<file path="src/rtl/mem_access_stage_pkg.sv">
`default_nettype none
// ----------------------------------------------------------------------------
// mem_access_stage_pkg : shared encodings for the MEM stage | rev 1.0
// ----------------------------------------------------------------------------
package mem_access_stage_pkg;

  typedef enum logic [0:0] {
    ISSUE = 1'b0,
    RESP  = 1'b1
  } state_e;

  localparam logic [2:0] F3_B  = 3'b000;
  localparam logic [2:0] F3_H  = 3'b001;
  localparam logic [2:0] F3_W  = 3'b010;
  localparam logic [2:0] F3_BU = 3'b100;
  localparam logic [2:0] F3_HU = 3'b101;

  localparam logic [3:0] BE_BYTE = 4'b0001;
  localparam logic [3:0] BE_HALF = 4'b0011;
  localparam logic [3:0] BE_WORD = 4'b1111;

  function automatic logic f3_legal(input logic is_load, input logic [2:0] f3);
    logic ok;
    ok = (f3 == F3_B) || (f3 == F3_H) || (f3 == F3_W);
    if (is_load) ok = ok || (f3 == F3_BU) || (f3 == F3_HU);
    return ok;
  endfunction

endpackage
`default_nettype wire

</file>
<file path="src/rtl/mem_access_stage_load_align.sv">
`default_nettype none
// ----------------------------------------------------------------------------
// mem_load_align : lane select and sign/zero extension of a load word | rev 1.0
// ----------------------------------------------------------------------------
module mem_load_align
  import mem_access_stage_pkg::*;
(
  input  logic [31:0] rdata,
  input  logic [1:0]  addr_lo,
  input  logic [2:0]  funct3,
  output logic [31:0] result
);

  logic [7:0]  lane_b;
  logic [15:0] lane_h;

  always_comb begin
    case (addr_lo)
      2'b00:   lane_b = rdata[7:0];
      2'b01:   lane_b = rdata[15:8];
      2'b10:   lane_b = rdata[23:16];
      default: lane_b = rdata[31:24];
    endcase
    lane_h = addr_lo[1] ? rdata[31:16] : rdata[15:0];

    case (funct3)
      F3_B:    result = {{24{lane_b[7]}}, lane_b};
      F3_H:    result = {{16{lane_h[15]}}, lane_h};
      F3_BU:   result = {24'h000000, lane_b};
      F3_HU:   result = {16'h0000, lane_h};
      default: result = rdata;
    endcase
  end

endmodule
`default_nettype wire

</file>
<file path="src/rtl/mem_access_stage.sv">
`default_nettype none
// ----------------------------------------------------------------------------
// mem_access_stage : MEM pipeline stage with dmem req/gnt/rvalid handshake | rev 1.0
// ----------------------------------------------------------------------------
module mem_access_stage
  import mem_access_stage_pkg::*;
#(
  parameter int TIMEOUT_CYCLES = 255,
  parameter int XLEN           = 32
) (
  input  logic            clk,
  input  logic            reset,
  input  logic            ex_valid,
  input  logic [XLEN-1:0] ex_alu_result,
  input  logic [XLEN-1:0] ex_store_data,
  input  logic [4:0]      ex_rd,
  input  logic [2:0]      ex_funct3,
  input  logic            ex_mem_read,
  input  logic            ex_mem_write,
  input  logic            ex_reg_write,
  output logic            dmem_req,
  output logic            dmem_we,
  output logic [XLEN-1:0] dmem_addr,
  output logic [3:0]      dmem_be,
  output logic [XLEN-1:0] dmem_wdata,
  input  logic            dmem_gnt,
  input  logic            dmem_rvalid,
  input  logic [XLEN-1:0] dmem_rdata,
  output logic            stall,
  output logic            wb_valid,
  output logic [4:0]      wb_rd,
  output logic [XLEN-1:0] wb_data,
  output logic            wb_reg_write,
  output logic            mem_fault
);

  localparam int            CW  = (TIMEOUT_CYCLES > 1) ? $clog2(TIMEOUT_CYCLES + 1) : 1;
  localparam logic [CW-1:0] TMO = CW'(TIMEOUT_CYCLES);

  state_e          state, state_nxt;
  logic [CW-1:0]   cnt, cnt_nxt;
  logic            memop, is_load, legal, misaligned, bad, rd_nz;
  logic [1:0]      addr_lo;
  logic [XLEN-1:0] load_data;
  logic            req_c, stall_c, fault_c;
  logic            nxt_valid, nxt_we;
  logic [4:0]      nxt_rd;
  logic [XLEN-1:0] nxt_data;

  assign addr_lo    = ex_alu_result[1:0];
  assign memop      = ex_valid & (ex_mem_read | ex_mem_write);
  assign is_load    = ex_mem_read;
  assign legal      = f3_legal(is_load, ex_funct3);
  assign misaligned = (ex_funct3[1:0] == 2'b01 && addr_lo[0]) ||
                      (ex_funct3[1:0] == 2'b10 && addr_lo != 2'b00);
  assign bad        = ~legal | misaligned;
  assign rd_nz      = |ex_rd;

  assign dmem_we   = ex_mem_write & ~ex_mem_read;
  assign dmem_addr = {ex_alu_result[XLEN-1:2], 2'b00};

  always_comb begin
    case (ex_funct3[1:0])
      2'b00: begin
        dmem_be    = BE_BYTE << addr_lo;
        dmem_wdata = {4{ex_store_data[7:0]}};
      end
      2'b01: begin
        dmem_be    = BE_HALF << {addr_lo[1], 1'b0};
        dmem_wdata = {2{ex_store_data[15:0]}};
      end
      default: begin
        dmem_be    = BE_WORD;
        dmem_wdata = ex_store_data;
      end
    endcase
  end

  mem_load_align u_load_align (
    .rdata   (dmem_rdata),
    .addr_lo (addr_lo),
    .funct3  (ex_funct3),
    .result  (load_data)
  );

  // EX/MEM is frozen while stalled, so the ex_* inputs still describe the load in RESP.
  always_comb begin
    state_nxt = state;
    cnt_nxt   = cnt;
    req_c     = 1'b0;
    stall_c   = 1'b0;
    fault_c   = 1'b0;
    nxt_valid = 1'b0;
    nxt_we    = 1'b0;
    nxt_rd    = 5'd0;
    nxt_data  = '0;
    case (state)
      ISSUE: begin
        if (!memop) begin
          nxt_valid = ex_valid;
          nxt_rd    = ex_rd;
          nxt_data  = ex_alu_result;
          nxt_we    = ex_valid & ex_reg_write & rd_nz;
        end else if (bad) begin
          fault_c = 1'b1;
        end else begin
          req_c = 1'b1;
          if (!dmem_gnt) begin
            stall_c = 1'b1;
          end else if (is_load) begin
            stall_c   = 1'b1;
            state_nxt = RESP;
            cnt_nxt   = '0;
          end else begin
            nxt_valid = 1'b1;
            nxt_rd    = ex_rd;
            nxt_data  = ex_alu_result;
          end
        end
      end
      RESP: begin
        if (dmem_rvalid) begin
          nxt_valid = 1'b1;
          nxt_rd    = ex_rd;
          nxt_data  = load_data;
          nxt_we    = ex_reg_write & rd_nz;
          state_nxt = ISSUE;
        end else if (TIMEOUT_CYCLES != 0 && cnt == TMO) begin
          fault_c   = 1'b1;
          state_nxt = ISSUE;
        end else begin
          stall_c = 1'b1;
          cnt_nxt = cnt + CW'(1);
        end
      end
      default: state_nxt = ISSUE;
    endcase
  end

  assign dmem_req  = req_c & reset;
  assign stall     = stall_c & reset;
  assign mem_fault = fault_c & reset;

  always_ff @(posedge clk or negedge reset) begin
    if (!reset) begin
      state        <= ISSUE;
      cnt          <= '0;
      wb_valid     <= 1'b0;
      wb_rd        <= 5'd0;
      wb_data      <= '0;
      wb_reg_write <= 1'b0;
    end else begin
      state        <= state_nxt;
      cnt          <= cnt_nxt;
      wb_valid     <= nxt_valid;
      wb_rd        <= nxt_rd;
      wb_data      <= nxt_data;
      wb_reg_write <= nxt_we;
    end
  end

endmodule
`default_nettype wire

</file>
<file path="config.mk">
export PLATFORM = sky130hd
export DESIGN_NAME = mem_access_stage
export DESIGN_NICKNAME = d
export VERILOG_FILES = /design/src/rtl/mem_access_stage_pkg.sv /design/src/rtl/mem_access_stage_load_align.sv /design/src/rtl/mem_access_stage.sv
export SDC_FILE = /design/constraint.sdc
export NUM_CORES = 1
export LEC_CHECK = 0
export CORE_AREA = 2 2 95 97
export DETAILED_ROUTE_END_ITERATION = 6
export DIE_AREA = 0 0 97 99
export PLACE_DENSITY = 0.86
export REMOVE_ABC_BUFFERS = 1
export SYNTH_ARGS = -nofsm -noshare
export SYNTH_HDL_FRONTEND = slang
export SYNTH_SLANG_ARGS = --single-unit
export TNS_END_PERCENT = 50
</file>
<file path="constraint.sdc">
create_clock -name clk -period 2.8 [get_ports clk]
set_input_delay 0.42 -clock clk [delete_from_list [all_inputs] [get_ports clk]]
set_output_delay 0.42 -clock clk [all_outputs]
set_load 0.02 [all_outputs]
</file>
==> qor.csv <==
metric,value,unit
antenna_cells,0,
synthToLayoutAreaGrowth,67.0,%
pre_cts_ws,-0.0360,ns
p_per_area,390,nW/um^2
post-dp-hpwl,9180,um
ctsLongestPathBuffers,2,
netlist_area,3290,um^2
die_h,99,um
slew_headroom,22.3,%
layout_setup_ws,0.129,ns
cts_tree,done,
hold_class,in -> async,
start_kind,input port,
drt_iter0_drc,168,
cp.required,2.38,ns
dieArea,9600,um^2
ys_warn_count,0,
worst_path_most_repeated_cell,clkdlybuf4s50_1,
power.share.switching,31.1,%
finalCritPeriodShare,95.4,%
grt_setup_unrepaired,false,
io-pin-count,223,
dieWidth,97,um
cp_max_fo,6,
fin_setup_tns,0,ns
place_congestion,0.840,
clock_sinks,48,
final_nets,633,
grt_max_degree,34,
power,2.14,mW
grt.overflow.total,0,
rows,34,
clkTransAtPathRegs,0.10,ns
clockRootBuffer,clkbuf_8,
end_kind,output port,
crit_family,buffers and inverters,
fmax,0.374,GHz
p_leak,2.32,nW
maxCapViolations,0,
ant_nets,0,
antenna_found_initial,0,
path_buf_inv,2,
cts.htree.levels,2,
critPathKind,in -> out,
crit_slowest_cell,clkdlybuf4s50_1,
cell_internal_pwr,1.48,mW
pwr-share-clk,23.4,%
cp_cell_sequence,"clkdlybuf4s50_1, nand2b_1, o32ai_1, and2_1, clkdlybuf4s50_1",
pwr-share-comb,40.1,%
setup_viol,0,
multi_input_area,1620,um^2
start_util,38.5,%
avgSynthCellArea,9.92,um^2
final_cells,629,
worst_pin_slew,1.16,ns
drv_slew,0,
yosysSeqAreaShare,36.5,%
drt-vias-per-instance,5.46,
fin_hold_ws,0.104,ns
drc_errors,0,
fin_area,5500,um^2
dpl_cell_area,5380,um^2
peakVddDrop,0.272,mV
grt_pass1_wl,18000,um
arrival,2.25,ns
seqPwrFrac,36.5,%
ys_async_sr_fraction,100,%
finalHoldViolations,0,
synth_cells,332,
track_usage,23.1,%
drive_gt1_share,11.3,%
wire_per_inst,18.3,um
seq_area,1200,um^2
fin_util,64.3,%
coreArea,8550,um^2
port_buffers,220,
yosysUniqueCellTypes,54,
synth_edf_count,0,
cts_setup_buffers,0,
vias,3433,
dr.pass1.iters,4,
finClkSkew,0.00969,ns
cts_hold_buf,0,
switchingPower,667,uW
synth_ff_type,dfrtp_1,
placedCellCount,621,
wl,11500,um
cts_made_buffers,5,
grt_pass1_vias,3561,
final.min_clock_period,2.67,ns
ys_seq_elements,48,
worstSkewPairLatency,0.30,ns
critical-path-max-stage-delay,0.59,ns
status,"complete, no violations",
fill_cells,688,
## area by class of cell
cell class	count	area share (%)
Multi-Input combinational cell	208	29.4
Clock inverter	3	0.774
Tap cell	108	2.46
Clock buffer	5	1.25
Sequential cell	48	21.9
Timing Repair Buffer	246	43.5
Inverter	11	0.751
## worst reg2reg max path: cells and delay by family, from the launching register on
family | cells | cell delay, ns
compound gates | 2 | 1.16
flops | 1 | 0.56
simple gates | 2 | 0.47
## timing repair
action | 4_1_cts | 5_1_grt
setup endpoints to repair | 2 | 2
resized for setup | 3 | 2
pin swaps | 0 | 0
## worst paths after layout
check | slack [ns] | depth (start not counted) | endpoint | from
max | 0.13 | 5 | mem_fault | dmem_rvalid
min | 0.10 | 2 | wb_data[31] | reset
max reg2reg | 0.56 | 4 | wb_data[26] | state
min reg2reg | 0.52 | 1 | cnt[0] | cnt[0]
max in group asynchronous | 2.31 | 2 | wb_data[30] | reset
min in group clk | 0.52 | 1 | cnt[0] | cnt[0]
## sequential cells by signal (all words and copies together) (netlist names)
register,cells
wb_data,32
cnt,8
wb_rd,5
state,1
wb_reg_write,1
wb_valid,1
## synth_stat cells (all sizes together) (2+ instances only)
| master | count | area [um^2] |
|---|---|---|
| a21o | 2 | 15.0 |
| a21oi | 6 | 30.0 |
| a221o | 18 | 180 |
| a221oi | 14 | 135 |
| a22o | 13 | 114 |
| and2 | 2 | 12.5 |
| and3 | 4 | 25.0 |
| buf | 53 | 392 |
| clkbuf | 13 | 50.0 |
| dfrtp | 48 | 1200 |
| inv | 10 | 37.5 |
| mux2 | 16 | 180 |
| mux2i | 16 | 160 |
| nand2 | 18 | 67.6 |
| nand2b | 2 | 20.0 |
| nand3 | 6 | 30.0 |
| nor2 | 10 | 37.5 |
| nor2b | 7 | 43.8 |
| nor3 | 3 | 15.0 |
| nor3b | 7 | 52.6 |
| o211ai | 4 | 30.0 |
| o21ai | 16 | 80.1 |
| o21bai | 4 | 30.0 |
| o22ai | 5 | 31.3 |
| o2bb2ai | 9 | 78.8 |
| o41ai | 2 | 17.5 |
| or4 | 2 | 15.0 |
| xor2 | 2 | 17.5 |
## power groups by stage
stage               Combinational (mW)  Sequential (mW)  Clock, mW
floorplan                        0.239            0.857          0
global placement                 0.847            0.793          0
detailed placement               0.861            0.797          0
CTS                              0.865            0.782      0.513
global route                     0.913            0.791      0.549
finish                           0.860            0.782      0.502
## placed cells by master (no fill, tap or decap), types with 2 or more instances in the layout
| cell | n |
|---|---|
| buf_4 | 26 |
| mux2_2 | 16 |
| nor2_1 | 10 |
| and2_1 | 2 |
| o21bai_1 | 4 |
| nor3_1 | 3 |
| nand2_1 | 18 |
| clkdlybuf4s50_1 | 214 |
| dfrtp_1 | 48 |
| or4_1 | 2 |
| a21o_1 | 2 |
| nand3_1 | 6 |
| clkbuf_8 | 5 |
| o41ai_1 | 2 |
| a221o_1 | 18 |
| a221oi_1 | 12 |
| a221oi_2 | 2 |
| o21ai_0 | 16 |
| buf_2 | 2 |
| a22o_1 | 13 |
| conb_1 | 2 |
| o211ai_1 | 4 |
| mux2i_1 | 16 |
| o22ai_1 | 5 |
| dlygate4sd2_1 | 2 |
| xor2_1 | 2 |
| inv_1 | 10 |
| dlymetal6s2s_1 | 2 |
| nor3b_1 | 7 |
| o2bb2ai_1 | 9 |
| nor2b_1 | 7 |
| and3_1 | 4 |
| a21oi_1 | 6 |
## kinds of logic (layout without fill, tap and decap cells)
kind of cell    Yosys count  after routing  synth area share, %
buf+inv                  77            265                 14.7
compound gates          102            102                 25.3
other cells               1              2                0.114
flops                    48             48                 36.5
xor+xnor                  2              2                0.532
simple gates             68             68                 11.4
fa+ha+maj                 1              1                0.380
mux                      33             33                 11.1
## layer usage
metal / GRT usage (%) / routed length, um / part of all wire, %
met5: 0 / 0 / 0
met4: 6.93 / 180 / 1.6
met3: 5.53 / 858 / 7.4
met2: 43.5 / 6150 / 53
met1: 25.7 / 4340 / 38
Power figures use the tool's default switching activity.
